--- config.mk ---
export PLATFORM = sky130hd
export DESIGN_NAME = stopwatch_ctrl
export DESIGN_NICKNAME = d
export VERILOG_FILES = /design/src/rtl/stopwatch_pkg.sv /design/src/rtl/btn_debounce.sv /design/src/rtl/stopwatch_ctrl.sv
export SDC_FILE = /design/constraint.sdc
export NUM_CORES = 1
export LEC_CHECK = 0
export ABC_AREA = 1
export CAP_MARGIN = 20
export CORE_AREA = 3 3 76 78
export DETAILED_ROUTE_END_ITERATION = 16
export DIE_AREA = 0 0 79 81
export GPL_ROUTABILITY_DRIVEN = 0
export PLACE_DENSITY = 0.59
export RECOVER_POWER = 100
export SLEW_MARGIN = 10
export SYNTH_ARGS = -nofsm -noshare
export SYNTH_HDL_FRONTEND = slang
export SYNTH_SLANG_ARGS = --single-unit
--- constraint.sdc ---
create_clock -name Clock_1MSec -period 1.7 [get_ports Clock_1MSec]
set_clock_uncertainty 0.05 [all_clocks]
set_input_delay 0.34 -clock Clock_1MSec [delete_from_list [all_inputs] [get_ports Clock_1MSec]]
set_output_delay 0.34 -clock Clock_1MSec [all_outputs]
set_load 0.005 [all_outputs]
--- src/rtl/stopwatch_pkg.sv ---
// rtl/stopwatch_pkg.sv - shared state encoding and mode constants for the stopwatch front-end
package stopwatch_pkg;

    typedef enum logic [1:0] {
        IDLE  = 2'd0,
        RUN   = 2'd1,
        PAUSE = 2'd2,
        CLEAR = 2'd3
    } sw_state_e;

    localparam logic CTRL_STOPWATCH = 1'b0;
    localparam logic CTRL_CLOCK     = 1'b1;

endpackage

--- src/rtl/btn_debounce.sv ---
// rtl/btn_debounce.sv - raw button synchroniser, counting debouncer and press-edge pulse
module btn_debounce #(
    parameter int SYNC_STAGES = 2,
    parameter int DEB_MS      = 20
) (
    input  logic Clock_1MSec,
    input  logic Reset,
    input  logic btn_raw,
    output logic level,
    output logic press
);

    localparam logic [7:0] CNT_MAX = 8'(DEB_MS - 1);

    logic [SYNC_STAGES-1:0] sync_q;
    logic [7:0]             cnt;
    logic                   synced;

    assign synced = sync_q[SYNC_STAGES-1];

    // press is registered alongside the level flip, so it lands SYNC_STAGES+DEB_MS cycles after the raw edge
    always_ff @(posedge Clock_1MSec or posedge Reset) begin
        if (Reset) begin
            sync_q <= '0;
            cnt    <= '0;
            level  <= 1'b0;
            press  <= 1'b0;
        end else begin
            sync_q <= {sync_q[SYNC_STAGES-2:0], btn_raw};
            press  <= 1'b0;
            if (synced == level) begin
                cnt <= '0;
            end else if (cnt == CNT_MAX) begin
                cnt   <= '0;
                level <= synced;
                press <= synced;
            end else begin
                cnt <= cnt + 8'd1;
            end
        end
    end

endmodule

--- src/rtl/stopwatch_ctrl.sv ---
// rtl/stopwatch_ctrl.sv - button conditioning and run/pause/clear FSM; STOPWATCH_CTRL_LAP_EN adds lap hold
module stopwatch_ctrl
    import stopwatch_pkg::*;
#(
    parameter int DEB_MS      = 20,
    parameter int CLR_CYCLES  = 2,
    parameter int SYNC_STAGES = 2
) (
    input  logic Clock_1MSec,
    input  logic Reset,
    input  logic Btn_StartStop,
    input  logic Btn_Clear,
    input  logic Btn_Mode,
`ifdef STOPWATCH_CTRL_LAP_EN
    input  logic Btn_Lap,
    output logic Lap_Hold,
`endif
    output logic Start_S,
    output logic Stop_S,
    output logic Reset_S,
    output logic Control
);

    localparam logic [3:0] CLR_LOAD = 4'(CLR_CYCLES - 1);

    sw_state_e  state, next_state;
    logic [3:0] clr_cnt, clr_cnt_next;
    logic       ss_pulse, clr_pulse, mode_pulse;
    logic [2:0] levels_unused;

    btn_debounce #(.SYNC_STAGES(SYNC_STAGES), .DEB_MS(DEB_MS)) u_deb_ss (
        .Clock_1MSec(Clock_1MSec), .Reset(Reset), .btn_raw(Btn_StartStop),
        .level(levels_unused[0]), .press(ss_pulse)
    );

    btn_debounce #(.SYNC_STAGES(SYNC_STAGES), .DEB_MS(DEB_MS)) u_deb_clr (
        .Clock_1MSec(Clock_1MSec), .Reset(Reset), .btn_raw(Btn_Clear),
        .level(levels_unused[1]), .press(clr_pulse)
    );

    btn_debounce #(.SYNC_STAGES(SYNC_STAGES), .DEB_MS(DEB_MS)) u_deb_mode (
        .Clock_1MSec(Clock_1MSec), .Reset(Reset), .btn_raw(Btn_Mode),
        .level(levels_unused[2]), .press(mode_pulse)
    );

`ifdef STOPWATCH_CTRL_LAP_EN
    logic lap_pulse;
    logic lap_level_unused;

    btn_debounce #(.SYNC_STAGES(SYNC_STAGES), .DEB_MS(DEB_MS)) u_deb_lap (
        .Clock_1MSec(Clock_1MSec), .Reset(Reset), .btn_raw(Btn_Lap),
        .level(lap_level_unused), .press(lap_pulse)
    );
`endif

    // clear overrides everything, including a start/stop press in the same cycle
    always_comb begin
        next_state   = state;
        clr_cnt_next = clr_cnt;
        case (state)
            IDLE, PAUSE: if (ss_pulse) next_state = RUN;
            RUN:         if (ss_pulse) next_state = PAUSE;
            CLEAR: begin
                if (clr_cnt == 4'd0) next_state = IDLE;
                else                 clr_cnt_next = clr_cnt - 4'd1;
            end
            default:     next_state = IDLE;
        endcase
        if (clr_pulse) begin
            next_state   = CLEAR;
            clr_cnt_next = CLR_LOAD;
        end
    end

    // outputs decode next_state so they are registered with the state itself
    always_ff @(posedge Clock_1MSec or posedge Reset) begin
        if (Reset) begin
            state   <= IDLE;
            clr_cnt <= '0;
            Start_S <= 1'b0;
            Stop_S  <= 1'b0;
            Reset_S <= 1'b0;
            Control <= CTRL_STOPWATCH;
        end else begin
            state   <= next_state;
            clr_cnt <= clr_cnt_next;
            Start_S <= (next_state == RUN);
            Stop_S  <= (next_state == CLEAR);
            Reset_S <= (next_state == CLEAR);
            if (mode_pulse)
                Control <= (Control == CTRL_CLOCK) ? CTRL_STOPWATCH : CTRL_CLOCK;
        end
    end

`ifdef STOPWATCH_CTRL_LAP_EN
    always_ff @(posedge Clock_1MSec or posedge Reset) begin
        if (Reset)
            Lap_Hold <= 1'b0;
        else if (next_state != RUN)
            Lap_Hold <= 1'b0;
        else if (state == RUN && lap_pulse)
            Lap_Hold <= ~Lap_Hold;
    end
`endif

endmodule

==> results.cfg, run 1 <==
[place]
dp_hpwl_um = 2290
placed_cells = 305
io_buffer_count = 8

[routing]
drtPass1Iterations = 4
vias_per_cell = 4.53
ant_nets = 0
wl_per_cell_um = 9.96
drt_wl_total_um = 3120
drc = 0
vias = 1418
drt_iter0_markers = 56

[floorplanning]
dieWidth_um = 79
coreArea_um2 = 5140
start_util_pct = 39.3
die_h_um = 81
num_rows = 26
die_area_um2 = 6400
num_io_pins = 9

[timing]
maxSlewHeadroom_pct = 64.0
hold_violations = 0
rsz0062_at_grt = no
finalSetupViolCount = 0
fmax_ghz = 0.627
fin_crit_sh_pct = 93.8
setup-tns-final_ns = 0
worst_slew_pin_slew_ns = 0.539
slew_violations = 0
fin_crit_ns = 1.60

[logic_synthesis]
synth.avg_cell_area_um2 = 8.93
async_flop_share_pct = 100
ys_ff_latch = 45
yosys.area.top_type = dfrtp_1
synth.yosys.warnings = 0
syn-cell-area_um2 = 2020
synth.area.top_cells = dfrtp_1 56%, nand2_1 9.5%, nor2_1 5.6%
syn_inst = 226
synth.distinct_cells = 22
synth_top_area_share_pct = 55.8
ys_seq_area_share_pct = 55.8
synth_flop_cell = dfrtp_1
syn_nets = 236
synth.top_cells.by_count = 51 x nand2_1, 45 x dfrtp_1, 30 x nor2_1
synth_edf_count = 0
synth_most_common_cell = nand2_1

[clock_network]
clkSinkCount = 45
cts-resized-gates = 0
root_buffer = clkbuf_8
htree_levels = 2
hold_buffers = 0
numCtsBuffers = 5
clk_pin_slew_worst_paths_ns = 0.08
cts_buffer_depth = 2
clk_latency_ns = 0.29
cts_setup_buffers = 0
cts_tree = yes

[worst_setup_path]
cp_slowest_cell = dlygate4sd3_1
path_class = reg -> out
arrival_ns = 1.21
worstPathCellList = dlygate4sd3_1
end_kind = output pin
cp_max_fo = 1
cp.required_ns = 1.31
critical_path_buf_inv_count = 1
max_stage_delay_ns = 0.56
startpoint_type = register
path_delay_family = buffers and inverters

[layout]
num-fill-cells = 543
drive_gt1_share_pct = 7.41
seq_area_um2 = 1130
final_cells = 313
n_antenna_cell = 0
fin_nets = 252
syn2layout_area_growth_pct = 13.9
multi_input_area_um2 = 756

[global_route]
grt_pass1_wl_um = 5920
grt_usage_pct = 11.7
grt_max_degree = 18
overflow = 0
antenna_found_initial = 0
grt_pass1_vias = 1375

[pwr]
power_density_nw_per_um2 = 874
vdd.ir_drop.worst_v = 0.000388
power_leakage_nw = 1.21

[outcome]
run_status = complete, no violations

[min_path]
holdCritPathClass = reg -> reg

[run]
cap_violations = 0
-- cell type report --
class / instances / area share [%]
Tap cell: 70 / 3.81
Timing Repair Buffer: 10 / 3.92
Inverter: 33 / 5.39
Sequential cell: 45 / 49.0
Clock inverter: 1 / 1.31
Clock buffer: 7 / 3.75
Multi-Input combinational cell: 147 / 32.9
-- logic make-up (layout without fill, tap and decap cells) --
group	Yosys count	after routing	synth area share, %
AOI/OAI and AO/OA	17	17	5.02
and+or+nand+nor	112	112	23.9
DFF	45	45	55.8
adders and majority gates	5	5	3.10
xor gates and xnor gates	13	13	5.64
buffers and inverters	34	51	6.51
-- report_power, final --
| group | switching, W | internal (W) |
|---|---|---|
| combinational | 0.0000506 | 0.0000283 |
| sequential | 0.0000167 | 0.00109 |
| clock | 0.000341 | 0.000479 |
-- layer usage --
metal	wire length (um)	GRT usage, %	up-vias
li1	-	-	743
met1	1590	14.5	654
met2	1360	19.3	16
met3	113	3.66	5
met4	59	4.64	0
met5	0	0	-
-- per-stage QoR --
step,cell area [um^2],utilization [%],setup WS [ns],power [W],hold WS [ns]
finish,2300,44.7,0.105,0.00201,0.294
global route,2300,44.7,0.0638,0.00212,0.310
CTS,2330,45.4,0.126,0.00207,0.289
detailed placement,2220,43.2,0.416,0.00123,0.285
global placement,2220,43.2,0.443,0.00123,0.283
floorplan,2020,-,0.251,0.00119,0.281
-- worst paths after layout --
path / startpoint / end / slack, ns / cells after the start
worst max register to register: clr_cnt[0]$_DFFE_PP0P_ / clr_cnt[3]$_DFFE_PP0P_ / 0.38 / 5
worst min-delay path: u_deb_mode.sync_q[0]$_DFF_PP0_ / u_deb_mode.sync_q[1]$_DFF_PP0_ / 0.29 / 0
max in group asynchronous: Reset / state[1]$_DFF_PP0_ / 0.33 / 3
worst min register to register: u_deb_mode.sync_q[0]$_DFF_PP0_ / u_deb_mode.sync_q[1]$_DFF_PP0_ / 0.29 / 0
min in group asynchronous: Reset / u_deb_clr.cnt[3]$_DFF_PP0_ / 0.47 / 2
worst max-delay path: Start_S$_DFF_PP0_ / Start_S / 0.10 / 1
-- flip-flops by register name, summed over array words and instances, names as in the netlist, 2 cells and up --
| name | flops |
|---|---|
| u_deb_clr.cnt | 8 |
| u_deb_mode.cnt | 8 |
| state | 2 |
| u_deb_ss.sync_q | 2 |
| clr_cnt | 4 |
| u_deb_clr.sync_q | 2 |
| u_deb_ss.cnt | 8 |
| u_deb_mode.sync_q | 2 |
-- layout by cell type (no fill, tap or decap) --
cell type,netlist,final
nor2_1,30,30
inv_2,5,4
clkbuf_8,0,6
o21ai_0,6,7
nand2_1,51,51
nand2_2,2,2
inv_1,28,29
dfrtp_1,45,45
dlygate4sd3_1,0,5
or2_2,1,1
bufinv_16,0,1
nor3_2,1,1
o21bai_1,3,3
xnor2_1,3,3
ha_1,5,5
o21bai_2,1,1
nand4_1,8,8
clkbuf_1,0,1
xor2_1,10,10
a21oi_1,5,5
clkdlybuf4s50_1,0,3
clkbuf_2,0,2
o21a_1,1,1
nand3_1,10,11
nor3_1,8,8
Note: power is estimated with default switching activity, not from simulation.
==> run 2: changes to the inputs <==
GPL_TIMING_DRIVEN = 1   (was unset)
==> results of run 2 <==
No change in the layout: final DEF, timing and power equal those of run 1.
==> RTL change 1, RTL diff (config.mk and constraints of run 2) <==
`DEB_MS` is set to 20 in 2 places; all go to 16.
--- a/src/rtl/btn_debounce.sv
+++ b/src/rtl/btn_debounce.sv
@@ -1,7 +1,7 @@
 // rtl/btn_debounce.sv - raw button synchroniser, counting debouncer and press-edge pulse
 module btn_debounce #(
     parameter int SYNC_STAGES = 2,
-    parameter int DEB_MS      = 20
+    parameter int DEB_MS      = 16
 ) (
     input  logic Clock_1MSec,
     input  logic Reset,
--- a/src/rtl/stopwatch_ctrl.sv
+++ b/src/rtl/stopwatch_ctrl.sv
@@ -2,7 +2,7 @@
 module stopwatch_ctrl
     import stopwatch_pkg::*;
 #(
-    parameter int DEB_MS      = 20,
+    parameter int DEB_MS      = 16,
     parameter int CLR_CYCLES  = 2,
     parameter int SYNC_STAGES = 2
 ) (
Check against the original RTL: no difference found for any inputs over 10 cycles, from zero or initial values and one cycle with Reset high; that may be too few to reach the edited logic, so the function may still have changed.
==> RTL change 1 against run 2 <==
- setup slack worse by 0.0023 ns
- fmax is 0.14% lower
- wire length is 1.7% lower
- register-to-register slack worse by 0.11 ns
- sequential power hardly changed
- total power is 11% lower
- via count is 1.7% lower
- sequential cell count stayed put
- synthesized area is 2.8% higher
- design area is 2.2% lower
- highest routed layer unchanged
==> RTL change 1: results (changes against run 2) <==
| Metric | Value |
|---|---|
| RR Endpoint | u_deb_ss.cnt[0] (was clr_cnt[3]) |
| Share of layout cells above drive strength 1 | 10.6% (was 7.41%) |
| GRT Resource Usage Total | 11.2% (was 11.7%) |
| Synth top cells by count | 47 x nand2_1, 45 x dfrtp_1, 25 x nor2_1 (was 51 x nand2_1, 45 x dfrtp_1, 30 x nor2_1) |
| M2 GR Usage | 17.0% (was 19.3%) |
| Sequential area share after synthesis | 54.3% (was 55.8%) |
| Placed cell count | 300 (was 305) |
| Vias per Instance | 4.56 (was 4.53) |
| Leakage | 1.17 nW (was 1.21 nW) |
| R2R Path Start | u_deb_ss.level (was clr_cnt[0]) |
| GR met3 Demand/Resource | 4.10% (was 3.66%) |
| First-pass GRT wire length | 5570 um (was 5920 um) |
| Fill count | 538 (was 543) |
| R2R Setup Slk | 0.27 ns (was 0.38 ns) |
| Syn_nets | 232 (was 236) |
| Initial DRC Count | 75 (was 56) |
| Final wirelength | 3070 um (was 3120 um) |
| Hold Path End | u_deb_ss.sync_q[1] (was u_deb_mode.sync_q[1]) |
| Post-Syn Instances | 222 (was 226) |
| PortBufs | 8 (unchanged) |
| Status | finished, final reports clean (unchanged) |
| R2R cell count | 3 (was 5) |
| Worst vdd ir | 518 uV (was 388 uV) |
| Final non-filler cell total | 306 (was 313) |
| Postcts setup bufs | 0 (unchanged) |
| Vias in the first global route | 1290 (was 1375) |
| CTS clk-pin slew, worst paths | 0.08 ns (about the same) |
| Largest net degree at the start of global routing | 35 (was 18) |
| Hold Startpoint | u_deb_ss.sync_q[0] (was u_deb_mode.sync_q[0]) |
RTL change 1: cell type report:
class	instances	share of cell area [%]
clock buffer	5	3.06
tap	70	3.89
clock inverter	1	0.222
sequential	45	50.1
timing repair buffer	9	3.89
multi-input combinational	147	34.0
inverter	29	4.84
RTL change 1: per-stage QoR:
stage	total power [mW]	utilization [%]	instance area, um2	hold WS [ns]	setup WS (ns)
after floorplan	1.19	-	2070	0.281	0.251
after global placement	1.22	43.9	2250	0.281	0.448
after detailed placement	1.22	43.9	2250	0.285	0.396
after CTS	1.85	45.3	2330	0.235	0.141
after global routing	1.89	43.8	2250	0.306	0.0608
final	1.79	43.8	2250	0.301	0.102
RTL change 1: how the worst max path moves through the flow:
stage | startpoint | endpoint | slack, ns | depth (start not counted)
final | Start_S | Start_S | 0.10 | 1
after CTS | Control | Control | 0.14 | 1
after floorplan | Reset | Control | 0.25 | 1
after global placement | clr_cnt[0] | clr_cnt[1] | 0.45 | 4
after detailed placement | clr_cnt[0] | clr_cnt[1] | 0.40 | 4
after global routing | Start_S | Start_S | 0.06 | 1
RTL change 1: power breakdown:
part	switching (mW)	internal, mW	total (mW)
combinational	0.0460	0.0258	0.0718
clock	0.342	0.271	0.613
sequential	0.0159	1.09	1.11
RTL change 1: logic make-up (layout without fill, tap and decap cells):
family / Yosys count / count (layout) / synth area share [%]
AO/OA/AOI/OAI: 22 / 22 / 8.68
XOR/XNOR: 8 / 8 / 4.46
buffers and inverters: 30 / 44 / 5.61
flip-flops: 45 / 45 / 54.3
adder cells (fa/ha/maj): 5 / 5 / 3.02
AND/OR/NAND/NOR: 112 / 112 / 23.9
RTL change 1: metal layers:
metal / routed length [um] / part of all wire [%]
met1: 1560 / 51
met2: 1330 / 43
met3: 112 / 3.7
met4: 56 / 1.8
met5: 0 / 0
==> RTL change 2, RTL diff (settings of run 2) <==
Made on the original files. Register the inputs `Btn_StartStop`, `Btn_Clear` and `Btn_Mode` before use, without a reset. The logic sees them one clock later.
--- a/src/rtl/stopwatch_ctrl.sv
+++ b/src/rtl/stopwatch_ctrl.sv
@@ -23,23 +23,33 @@
 
     localparam logic [3:0] CLR_LOAD = 4'(CLR_CYCLES - 1);
 
+    logic Btn_StartStop_q;
+    logic Btn_Clear_q;
+    logic Btn_Mode_q;
+
+    always_ff @(posedge Clock_1MSec) begin
+        Btn_StartStop_q <= Btn_StartStop;
+        Btn_Clear_q     <= Btn_Clear;
+        Btn_Mode_q      <= Btn_Mode;
+    end
+
     sw_state_e  state, next_state;
     logic [3:0] clr_cnt, clr_cnt_next;
     logic       ss_pulse, clr_pulse, mode_pulse;
     logic [2:0] levels_unused;
 
     btn_debounce #(.SYNC_STAGES(SYNC_STAGES), .DEB_MS(DEB_MS)) u_deb_ss (
-        .Clock_1MSec(Clock_1MSec), .Reset(Reset), .btn_raw(Btn_StartStop),
+        .Clock_1MSec(Clock_1MSec), .Reset(Reset), .btn_raw(Btn_StartStop_q),
         .level(levels_unused[0]), .press(ss_pulse)
     );
 
     btn_debounce #(.SYNC_STAGES(SYNC_STAGES), .DEB_MS(DEB_MS)) u_deb_clr (
-        .Clock_1MSec(Clock_1MSec), .Reset(Reset), .btn_raw(Btn_Clear),
+        .Clock_1MSec(Clock_1MSec), .Reset(Reset), .btn_raw(Btn_Clear_q),
         .level(levels_unused[1]), .press(clr_pulse)
     );
 
     btn_debounce #(.SYNC_STAGES(SYNC_STAGES), .DEB_MS(DEB_MS)) u_deb_mode (
-        .Clock_1MSec(Clock_1MSec), .Reset(Reset), .btn_raw(Btn_Mode),
+        .Clock_1MSec(Clock_1MSec), .Reset(Reset), .btn_raw(Btn_Mode_q),
         .level(levels_unused[2]), .press(mode_pulse)
     );
 
Formal check against the unedited RTL: no difference found for any inputs over 10 cycles, from zero or initial values and one cycle with Reset high; that may be too few to reach the edited logic, so the function may still have changed.
==> RTL change 2 against run 2 <==
- via count shrank 1.4%
- die area is the same
- non-clock buffer count is 1 lower
- design area grew 2.4%
- setup slack improved by 0.043 ns
- wire length fell by 2.6%
- synthesized area rose by 3.0%
- total power up 2.6%
- sequential cell count increased by 3
- largest cell class unchanged
- largest power group unchanged
==> RTL change 2: results (changes against run 2) <==
| Metric | Value |
|---|---|
| Syn_nets | 239 (was 236) |
| Slew headroom | 36.0% (was 64.0%) |
| First-pass GRT wire length | 5640 um (was 5920 um) |
| Async SR Flop Fraction | 93.8% (was 100%) |
| Worst vdd ir | 507 uV (was 388 uV) |
| Design area | 2350 um2 (was 2300 um2) |
| GR met3 Demand/Resource | 3.66% (unchanged) |
| M1 GR Usage | 14.2% (was 14.5%) |
| Worst-path fanout max | 2 (was 1) |
| Hpwl dp | 2120 um (was 2290 um) |
| CP max-delay cell | clkdlybuf4s50_1 (was dlygate4sd3_1) |
| Ys flop type | dfrtp_1 (unchanged) |
| Leakage | 1.22 nW (was 1.21 nW) |
| Hold Startpoint | Btn_StartStop_q (was u_deb_mode.sync_q[0]) |
| Ys Warns | 0 (unchanged) |
| Initial antenna violation count | 0 (unchanged) |
| CP delay by family, top | buffers and inverters (unchanged) |
| CTS clk-pin slew, worst paths | 0.09 ns |
| Max Buffers Root-to-Sink | 2 (unchanged) |
| Status | finished, final reports clean (unchanged) |
| Area post-placement | 2260 um2 (was 2220 um2) |
| RR Endpoint | Start_S (was clr_cnt[3]) |
| Worst EP arrival | 1.16 ns (was 1.21 ns) |
| Sequential area share after synthesis | 57.1% (was 55.8%) |
| PortBufs | 8 (unchanged) |
| Postcts setup bufs | 0 (unchanged) |
| Min-Delay Path Depth | 0 (unchanged) |
| Initial DRC Count | 29 (was 56) |
| GRT Resource Usage Total | 11.4% (was 11.7%) |
| PostCTS Resize Cnt | 0 (unchanged) |
| Final #Nets | 254 (was 252) |
| CTS Buf Count | 5 (unchanged) |
| Vias in the first global route | 1304 (was 1375) |
| Hold WC Path Type | flip-flop to flip-flop (unchanged) |
| Hold Path End | u_deb_ss.sync_q[0] (was u_deb_mode.sync_q[1]) |
| R2R cell count | 6 (was 5) |
| Largest net degree at the start of global routing | 46 (was 18) |
| Synth top cells by count | 51 x nand2_1, 45 x dfrtp_1, 30 x nor2_1 (unchanged) |
| Fill count | 540 (was 543) |
| Share of layout cells above drive strength 1 | 7.35% (was 7.41%) |
| H-tree levels | 2 (unchanged) |
| N_diodes | 0 (unchanged) |
| Place WS | 0.402 ns (was 0.416 ns) |
| Critical path launch point | Control (was Start_S) |
| Post-synth cell types | 23 (was 22) |
| Drt first pass iters | 4 (unchanged) |
| Max incr delay on CP | 0.50 ns (was 0.56 ns) |
| Top post-synthesis cells by area | dfrtp_1 54%, nand2_1 9.2%, nor2_1 5.4% (was dfrtp_1 56%, nand2_1 9.5%, nor2_1 5.6%) |
| M2 GR Usage | 18.0% (was 19.3%) |
| Routed via count | 1398 (was 1418) |
| Final wirelength | 3040 um (was 3120 um) |
| WHS | 0.281 ns (was 0.294 ns) |
[RTL change 2: cell families (layout without fill, tap and decap cells)]
kind of cell | count (synthesis) | after routing | share of synthesized area (%)
AO/OA/AOI/OAI | 17 | 17 | 4.88
XOR/XNOR | 13 | 13 | 5.48
adder cells (fa/ha/maj) | 5 | 5 | 3.01
buffers and inverters | 34 | 50 | 6.32
flip-flops | 48 | 48 | 57.1
AND/OR/NAND/NOR | 112 | 112 | 23.2
[RTL change 2: power breakdown]
part | leakage, nW | total [mW] | internal [mW] | switching [mW]
registers | 0.633 | 1.19 | 1.17 | 0.0186
logic | 0.531 | 0.0776 | 0.0280 | 0.0496
clock network | 0.0541 | 0.798 | 0.435 | 0.363
[RTL change 2: cell type report]
class / count / area share, %
flip-flops and latches: 48 / 50.4
multi-input cells: 147 / 32.3
inverters: 33 / 5.26
well taps: 70 / 3.72
repair buffers: 9 / 3.61
clock buffers: 5 / 2.92
clock inverters: 3 / 1.81
[RTL change 2: per-stage QoR]
step | instances | power, mW
2_1_floorplan | 229 | 1.26
4_1_cts | 315 | 2.12
3_5_place_dp | 307 | 1.30
5_1_grt | 315 | 2.19
6_report | 315 | 2.06
3_3_place_gp | 307 | 1.30
[RTL change 2: layer usage]
metal / vias to the layer above / part of all wire, %
li1: 748 / -
met1: 632 / 51
met2: 12 / 43
met3: 6 / 3.3
met4: 0 / 2.2
met5: - / 0
[RTL change 2: worst max-delay path by stage]
stage	end	slack, ns
2_1_floorplan	Control	0.25
5_1_grt	Control	0.1
3_5_place_dp	Start_S	0.40
4_1_cts	Control	0.13
6_report	Control	0.15
3_3_place_gp	clr_cnt[1]	0.44
